`src/rtl/video_pkg.sv`:
```
// Shared definitions for the video palette path: colour RAM geometry, the
// byte layout of a palette entry, and channel bit-replication.
package video_pkg;

    localparam int CRAM_AW = 8;
    localparam int CRAM_DW = 8;

    localparam int R_LSB = 0;
    localparam int G_LSB = 3;
    localparam int B_LSB = 6;
    localparam int R_W   = 3;
    localparam int G_W   = 3;
    localparam int B_W   = 2;

    typedef struct packed {
        logic hsync;
        logic vsync;
        logic blank;
    } side_t;

    // Stage-0 carries the sidebands alongside the RAM read, plus a flag that a read was issued.
    typedef struct packed {
        logic  vld;
        side_t side;
    } stage0_t;

    // MSB-first replication of an in_w-bit value into the low out_w bits (out_w <= 8).
    function automatic logic [7:0] chan_expand(input logic [7:0] value,
                                               input int in_w,
                                               input int out_w);
        logic [7:0] res;
        logic [2:0] oi;
        logic [2:0] ii;
        res = '0;
        for (int k = 0; k < 8; k++) begin
            if (k < out_w) begin
                oi      = 3'(out_w - 1 - k);
                ii      = 3'(in_w - 1 - (k % in_w));
                res[oi] = value[ii];
            end
        end
        return res;
    endfunction

endpackage

```
`src/rtl/palette_expand.sv`:
```
// Combinational decode of one palette byte into three OUT_W-wide colour
// channels (red/green/blue fields, each widened by bit replication).
module palette_expand
    import video_pkg::*;
#(
    parameter int OUT_W = 8
) (
    input  logic [CRAM_DW-1:0] byte_in,
    output logic [OUT_W-1:0]   r,
    output logic [OUT_W-1:0]   g,
    output logic [OUT_W-1:0]   b
);

    logic [7:0] r8;
    logic [7:0] g8;
    logic [7:0] b8;

    always_comb begin
        r8 = chan_expand({5'b0, byte_in[R_LSB +: R_W]}, R_W, OUT_W);
        g8 = chan_expand({5'b0, byte_in[G_LSB +: G_W]}, G_W, OUT_W);
        b8 = chan_expand({6'b0, byte_in[B_LSB +: B_W]}, B_W, OUT_W);
    end

    assign r = r8[OUT_W-1:0];
    assign g = g8[OUT_W-1:0];
    assign b = b8[OUT_W-1:0];

endmodule

```
`src/rtl/video_palette.sv`:
```
// Colour RAM read issue, palette decode and sync/blank alignment, advancing
// on pix_ce. Define VIDEO_TESTBAR_EN to add the test_en colour-bar generator.
module video_palette
    import video_pkg::*;
#(
    parameter bit INVERT = 1'b1,
    parameter int OUT_W  = 8
) (
    input  logic               clk,
    input  logic               reset_n,
    input  logic               pix_ce,
    input  logic [CRAM_AW-1:0] pix_idx,
    input  logic               pix_hsync,
    input  logic               pix_vsync,
    input  logic               pix_hblank,
    input  logic               pix_vblank,
`ifdef VIDEO_TESTBAR_EN
    input  logic               test_en,
`endif
    output logic [CRAM_AW-1:0] cram_a,
    output logic               cram_r_n,
    input  logic [CRAM_DW-1:0] cram_do,
    output logic [OUT_W-1:0]   vid_r,
    output logic [OUT_W-1:0]   vid_g,
    output logic [OUT_W-1:0]   vid_b,
    output logic               vid_hsync,
    output logic               vid_vsync,
    output logic               vid_blank
);

    stage0_t            s0_q, s0_d;
    logic [CRAM_DW-1:0] d1_q, d1_d;
    side_t              sb1_q, sb1_d;
    logic [OUT_W-1:0]   vid_r_q, vid_r_d;
    logic [OUT_W-1:0]   vid_g_q, vid_g_d;
    logic [OUT_W-1:0]   vid_b_q, vid_b_d;
    side_t              vid_side_q, vid_side_d;

    logic [CRAM_DW-1:0] ram_byte;
    logic [OUT_W-1:0]   exp_r, exp_g, exp_b;

    assign ram_byte = INVERT ? ~cram_do : cram_do;
    assign cram_a   = pix_idx;

    palette_expand #(.OUT_W(OUT_W)) u_expand (
        .byte_in (d1_q),
        .r       (exp_r),
        .g       (exp_g),
        .b       (exp_b)
    );

`ifdef VIDEO_TESTBAR_EN
    logic [8:0] cnt_q, cnt_d;
    logic       ten0_q, ten0_d;
    logic [2:0] bar0_q, bar0_d;

    assign cram_r_n = ~(pix_ce & reset_n & ~test_en);

    // bar0 takes the counter before this strobe's update, so the first pixel after hblank is bar 0, column 0.
    always_comb begin
        cnt_d  = cnt_q;
        ten0_d = ten0_q;
        bar0_d = bar0_q;
        if (pix_ce) begin
            cnt_d  = pix_hblank ? 9'd0 : cnt_q + 9'd1;
            ten0_d = test_en;
            bar0_d = cnt_q[8:6];
        end
    end

    always_ff @(posedge clk or negedge reset_n) begin
        if (!reset_n) begin
            cnt_q  <= '0;
            ten0_q <= 1'b0;
            bar0_q <= '0;
        end else begin
            cnt_q  <= cnt_d;
            ten0_q <= ten0_d;
            bar0_q <= bar0_d;
        end
    end
`else
    assign cram_r_n = ~(pix_ce & reset_n);
`endif

    always_comb begin
        s0_d       = s0_q;
        d1_d       = d1_q;
        sb1_d      = sb1_q;
        vid_r_d    = vid_r_q;
        vid_g_d    = vid_g_q;
        vid_b_d    = vid_b_q;
        vid_side_d = vid_side_q;
        if (pix_ce) begin
            s0_d.vld  = 1'b1;
            s0_d.side = {pix_hsync, pix_vsync, pix_hblank | pix_vblank};
            // Without a read issued since reset, cram_do is stale; feed black instead.
            d1_d      = s0_q.vld ? ram_byte : '0;
`ifdef VIDEO_TESTBAR_EN
            if (ten0_q) begin
                d1_d = {bar0_q[2], bar0_q[2], bar0_q[1], bar0_q[1], bar0_q[1],
                        bar0_q[0], bar0_q[0], bar0_q[0]};
            end
`endif
            sb1_d      = s0_q.side;
            vid_r_d    = sb1_q.blank ? '0 : exp_r;
            vid_g_d    = sb1_q.blank ? '0 : exp_g;
            vid_b_d    = sb1_q.blank ? '0 : exp_b;
            vid_side_d = sb1_q;
        end
    end

    always_ff @(posedge clk or negedge reset_n) begin
        if (!reset_n) begin
            s0_q       <= '0;
            d1_q       <= '0;
            sb1_q      <= '0;
            vid_r_q    <= '0;
            vid_g_q    <= '0;
            vid_b_q    <= '0;
            vid_side_q <= '0;
        end else begin
            s0_q       <= s0_d;
            d1_q       <= d1_d;
            sb1_q      <= sb1_d;
            vid_r_q    <= vid_r_d;
            vid_g_q    <= vid_g_d;
            vid_b_q    <= vid_b_d;
            vid_side_q <= vid_side_d;
        end
    end

    assign vid_r     = vid_r_q;
    assign vid_g     = vid_g_q;
    assign vid_b     = vid_b_q;
    assign vid_hsync = vid_side_q.hsync;
    assign vid_vsync = vid_side_q.vsync;
    assign vid_blank = vid_side_q.blank;

endmodule

```
`config.mk`:
```
export PLATFORM = sky130hd
export DESIGN_NAME = video_palette
export DESIGN_NICKNAME = d
export VERILOG_FILES = /design/src/rtl/video_pkg.sv /design/src/rtl/palette_expand.sv /design/src/rtl/video_palette.sv
export SDC_FILE = /design/constraint.sdc
export NUM_CORES = 1
export LEC_CHECK = 0
export ABC_CLOCK_PERIOD_IN_PS = 1700
export BUFFER_PORTS_ARGS = -buffer_cell sky130_fd_sc_hd__buf_2
export CAP_MARGIN = 30
export CORE_UTILIZATION = 35
export DETAILED_ROUTE_END_ITERATION = 10
export GPL_ROUTABILITY_DRIVEN = 0
export HOLD_SLACK_MARGIN = 0.08
export PLACE_DENSITY = 0.62
export SLEW_MARGIN = 15
export SYNTH_ARGS = -nofsm -noshare
export SYNTH_HDL_FRONTEND = slang
export SYNTH_HIERARCHICAL = 1
export SYNTH_SLANG_ARGS = --single-unit
```
`constraint.sdc`:
```
create_clock -name clk -period 1.7 [get_ports clk]
set_input_delay 0.255 -clock clk [delete_from_list [all_inputs] [get_ports clk]]
set_output_delay 0.255 -clock clk [all_outputs]
set_load 0.005 [all_outputs]
```
# Word level (Yosys, flattened, before mapping)
# Index checks and enable logic that the tools add are counted.
[totals]
regBits = 42
latchBits = 0
ramBits = 0
romBits = 0
input_bits = 23
out_inout_bits = 36
elab_cells = 22
memories = 0
[classes]
n_addsub = 0
n_mul = 0
div = 0
magnitude_cmp = 0
eq_ne = 0
shifts = 0
n_mux = 4
bitwise = 4
n_reduce_logical = 0
[op_table]
columns = ["operator", "count"]
rows = [
  ["$mux 8", 4],
  ["$not 8->8", 1],
  ["$and 1x1->1", 1],
  ["$not 1->1", 1],
  ["$or 1x1->1", 1],
]

# Logic depth before layout (Yosys ltp)
[logic_depth]
word_depth = 2
ltp_mapped = 4
mapped_depth_nobuf = 2

# Modules after synthesis
# Netlist, hierarchy kept.
[by_module_without_submodules]
columns = ["module", "instances", "cells_per_inst", "area_per_inst_um2", "seq_area_each_um2"]
rows = [
  ["video_palette", 1, 162, 1791.7, 1051.0],
  ["palette_expand", 1, 24, 180.2, 0.0],
]

# Least setup slack after synthesis
# Ideal clock, no wire load.
[synth_timing]
path_kind = "flip-flop to flip-flop"
start = "register, netlist name s0_q[3]"
end = "register s0_q[3] (netlist name)"
setup_ns = 0.127
arrival_time_ns = 0.792
required_time_ns = 1.573
setup_slack_ns = 0.780
path_stages_with_launch = 3
n_path_buf = 1
period_less_slack_ns = 0.920
cell_sequence = "dfrtp_1 clkbuf_1 or2_2"
[synth_lines]
columns = ["item", "line_no", "rtl"]
rows = [
  ["end signal, assigned", "video_palette.sv:115", "s0_q <= '0;"],
  ["end signal, assigned", "video_palette.sv:123", "s0_q <= s0_d;"],
  ["end, declared", "video_palette.sv:31", "stage0_t s0_q, s0_d;"],
]

# Worst setup path in the final report
[layout_timing]
start = "input port pix_ce"
end = "output port cram_r_n"
[layout_via]
elab_chain_cells = 2
[layout_lines]
columns = ["item", "line_no", "rtl"]
rows = [
  ["start, declared", "video_palette.sv:11", "input logic pix_ce,"],
  ["$and 1x1->1", "video_palette.sv:83", "assign cram_r_n = ~(pix_ce & reset_n);"],
  ["$not 1->1", "video_palette.sv:83", ""],
  ["end, declared", "video_palette.sv:21", "output logic cram_r_n,"],
]
# Every way passes these cells.

==> results.txt <==
The number of buffers created by CTS came out at 5. At the end of the flow, the number of nets in the layout was 221. Sequential cells were found to cover 53.3% of the synthesized design area. The worst hold path belongs to the class in -> async.

The area after detailed placement is 2010 um2. Summing over every cut layer, the via total after detailed routing is 1167. The startpoint kind of the worst setup timing path is an input port.

The final design area excluding fillers came out at 2100 um2. The number of endpoints failing setup at the final stage is 0. The static leakage came out at 1.01 nW. The area enclosed by the die boundary came out at 5940 um2. The clock insertion delay at the later pin of the skew report came out at 0.29 ns. The setup slack of the worst register-to-register path came out at 0.59 ns. Setup repair after global routing left no endpoint under its margin. The number of distinct standard cells referenced by the synthesized netlist is 19. In the routed layout, each cell is associated on average with a via count of 4.37. In this run the vertical extent of the chip is 77.1 um. The count of nets left with antenna violations once routing finished came out at 0. Clock-pin slew was measured on the worst setup and hold paths at 0.08 ns.

The worst register-to-register path begins at sb1_q[0]$_DFFE_PN0P_. Buffers added to address setup during post-CTS repair amount to 0. The total routed wirelength is 3.24 mm. The required time of the worst setup path is 1.44 ns. Synthesis produced 186 cells. Dividing the final minimum period by the clock period gives 70.4%.

The detailed router finished its first iteration with 45 violations. Of all nets on the critical path, the largest fanout is 28. In this run the power density over the cells is 971 nW/um2. The area growth from synthesis to layout is 6.28%.

The global-route wire length before repair is 5.50 mm. Counting every net in the synthesized netlist gives 209. The synthesized area is 1970 um2. Entering global routing, the biggest net connects 43 pins.

TritonCTS built the clock tree. The initial antenna violation count is 0. The via count of the first global-routing pass came out at 1101. The average instance area after synthesis is 10.6 um2. The worst clock skew on the final layout came out at 0.00541 ns.

The buffer cell driving the clock tree root is sky130_fd_sc_hd__clkbuf_8. Summed over all layers, the global routing overflow is 0. The number of maximum-capacitance violations came out at 0. The cell row count came out at 26. The worst max-slew margin expressed relative to the limit is 65.4%. The max-slew violation count is 0. The top cell types in the final layout, fill and taps aside, are 42 x sky130_fd_sc_hd__dfrtp_1, 42 x sky130_fd_sc_hd__buf_2, 27 x sky130_fd_sc_hd__inv_1, 27 x sky130_fd_sc_hd__nand3b_1, 26 x sky130_fd_sc_hd__o21ai_0. The transition time at the pin with the least slew margin is 0.519 ns. The count of antenna diodes in the layout is 0. The overall die width is 77.1 um. The post-DP HPWL came out at 2.22 mm. Buffers placed on the I/O ports in this run total 42. The minimum period implied by the final worst setup slack came out at 1.20 ns. The number of I/O pins is 59. The deepest clock path buffer count is 2.

The power after layout came out at 0.00203 W. Once the floorplan was initialized, standard cells occupied 37.4% of the core. The Yosys warning count is 6.

The number of hold violations in the final report came out at 0. The final sum of negative setup slack is 0 ns. Counting flops and latches in the post-synthesis netlist gives 42. The H-tree was split into 2 levels.

The number of hold buffers added after CTS came out at 0. The upper clock frequency limit is 836 MHz. The worst register-to-register path ends at vid_b[5]$_DFFE_PN0P_.

In the global route stage, overall resource usage came out at 12.0%. The worst-case vdd ir drop is 0.347 mV. The clock net sink count came out at 42. The capturing element type of the critical path is a primary output. The number of iterations in the first detailed-routing pass is 4. The number of gates resized after cts is 0. The core area is 5270 um2.

The proportion of layout cells with a drive suffix above 1 is 32.5%. Counting cells, the worst reg-to-reg path comes to 2. The critical path in this run is classified as in -> out.

The routed wire length per instance came out at 12.1 um. The worst hold slack is 0.0492 ns. The flow ran to the end, and the final reports show no timing, DRC or antenna violations.

The worst endpoint data arrival time came out at 0.94 ns. The post-detailed-route DRC marker count is 0.
==> synthesized netlist by cell type <==
cell type | instances | area, um2
sky130_fd_sc_hd__a21oi_2 | 1 | 8.76
sky130_fd_sc_hd__a22o_1 | 4 | 35.0
sky130_fd_sc_hd__and2b_1 | 1 | 7.51
sky130_fd_sc_hd__buf_2 | 1 | 5.00
sky130_fd_sc_hd__buf_4 | 33 | 248
sky130_fd_sc_hd__buf_6 | 3 | 33.8
sky130_fd_sc_hd__clkbuf_1 | 4 | 15.0
sky130_fd_sc_hd__clkbuf_2 | 1 | 5.00
sky130_fd_sc_hd__dfrtp_1 | 42 | 1050
sky130_fd_sc_hd__inv_1 | 27 | 101
sky130_fd_sc_hd__inv_2 | 1 | 3.75
sky130_fd_sc_hd__mux2_2 | 8 | 90.1
sky130_fd_sc_hd__nand2_1 | 2 | 7.51
sky130_fd_sc_hd__nand3b_1 | 27 | 203
sky130_fd_sc_hd__nor2_1 | 2 | 7.51
sky130_fd_sc_hd__o21ai_0 | 26 | 130
sky130_fd_sc_hd__o21ai_1 | 1 | 5.00
sky130_fd_sc_hd__o2bb2ai_1 | 1 | 8.76
sky130_fd_sc_hd__or2_2 | 1 | 6.26
==> layout make-up <==
type	count	area, um2
fillers	561	3170
flip-flops and latches	42	1050
multi-input cells	74	509
repair buffers	47	260
inverters	28	105
well taps	70	87.6
clock buffers	6	82.6
==> critical path: stages <==
cell and delay, ns:
sky130_fd_sc_hd__buf_2 0.29, sky130_fd_sc_hd__buf_12 0.21, sky130_fd_sc_hd__nand2_1 0.06, sky130_fd_sc_hd__buf_2 0.12
==> worst max path at each step <==
stage	from	end	slack [ns]	depth (start not counted)
after global routing	pix_ce	cram_r_n	0.43	4
after detailed placement	pix_ce	sb1_q[2]$_DFFE_PN0P_	0.46	3
after global placement	pix_ce	vid_blank$_DFFE_PN0P_	0.48	3
final	pix_ce	cram_r_n	0.50	4
after CTS	pix_ce	cram_r_n	0.50	4
after floorplan	s0_q[3]$_DFFE_PN0P_	s0_q[3]$_DFFE_PN0P_	0.78	2
==> flip-flops by register name, indices dropped and copies added, names as in the netlist, 3 cells and up <==
signal  count
vid_g       8
s0_q        4
sb1_q       3
vid_b       8
d1_q        8
vid_r       8
==> per-layer routing <==
metal	vias up	wire, um	GRT usage (%)
li1	591	-	-
met1	535	1600	16.5
met2	32	1390	17.4
met3	9	187	3.57
met4	0	54	5.47
met5	-	0	0
==> power by group <==
| group | switching [W] | internal [W] | leakage [nW] |
|---|---|---|---|
| registers | 0.0000611 | 0.00109 | 0.534 |
| clock network | 0.000309 | 0.000313 | 0.0431 |
| logic | 0.000123 | 0.000137 | 0.429 |
==> cell families after synthesis <==
kind of cell	after synthesis	share of synthesized area (%)
buffers and inverters	70	20.9
flip-flops	42	53.3
AO/OA/AOI/OAI	33	9.52
AND/OR/NAND/NOR	33	11.7
multiplexers	8	4.57
==> through the flow <==
stage / setup slack (ns) / util [%] / instances
after floorplan: 0.780 / - / 186
after global placement: 0.477 / 38.2 / 261
after detailed placement: 0.465 / 38.2 / 261
after CTS: 0.503 / 39.8 / 267
after global routing: 0.430 / 39.8 / 267
final: 0.503 / 39.8 / 267
No activity file was read; power rests on OpenSTA's default activity.
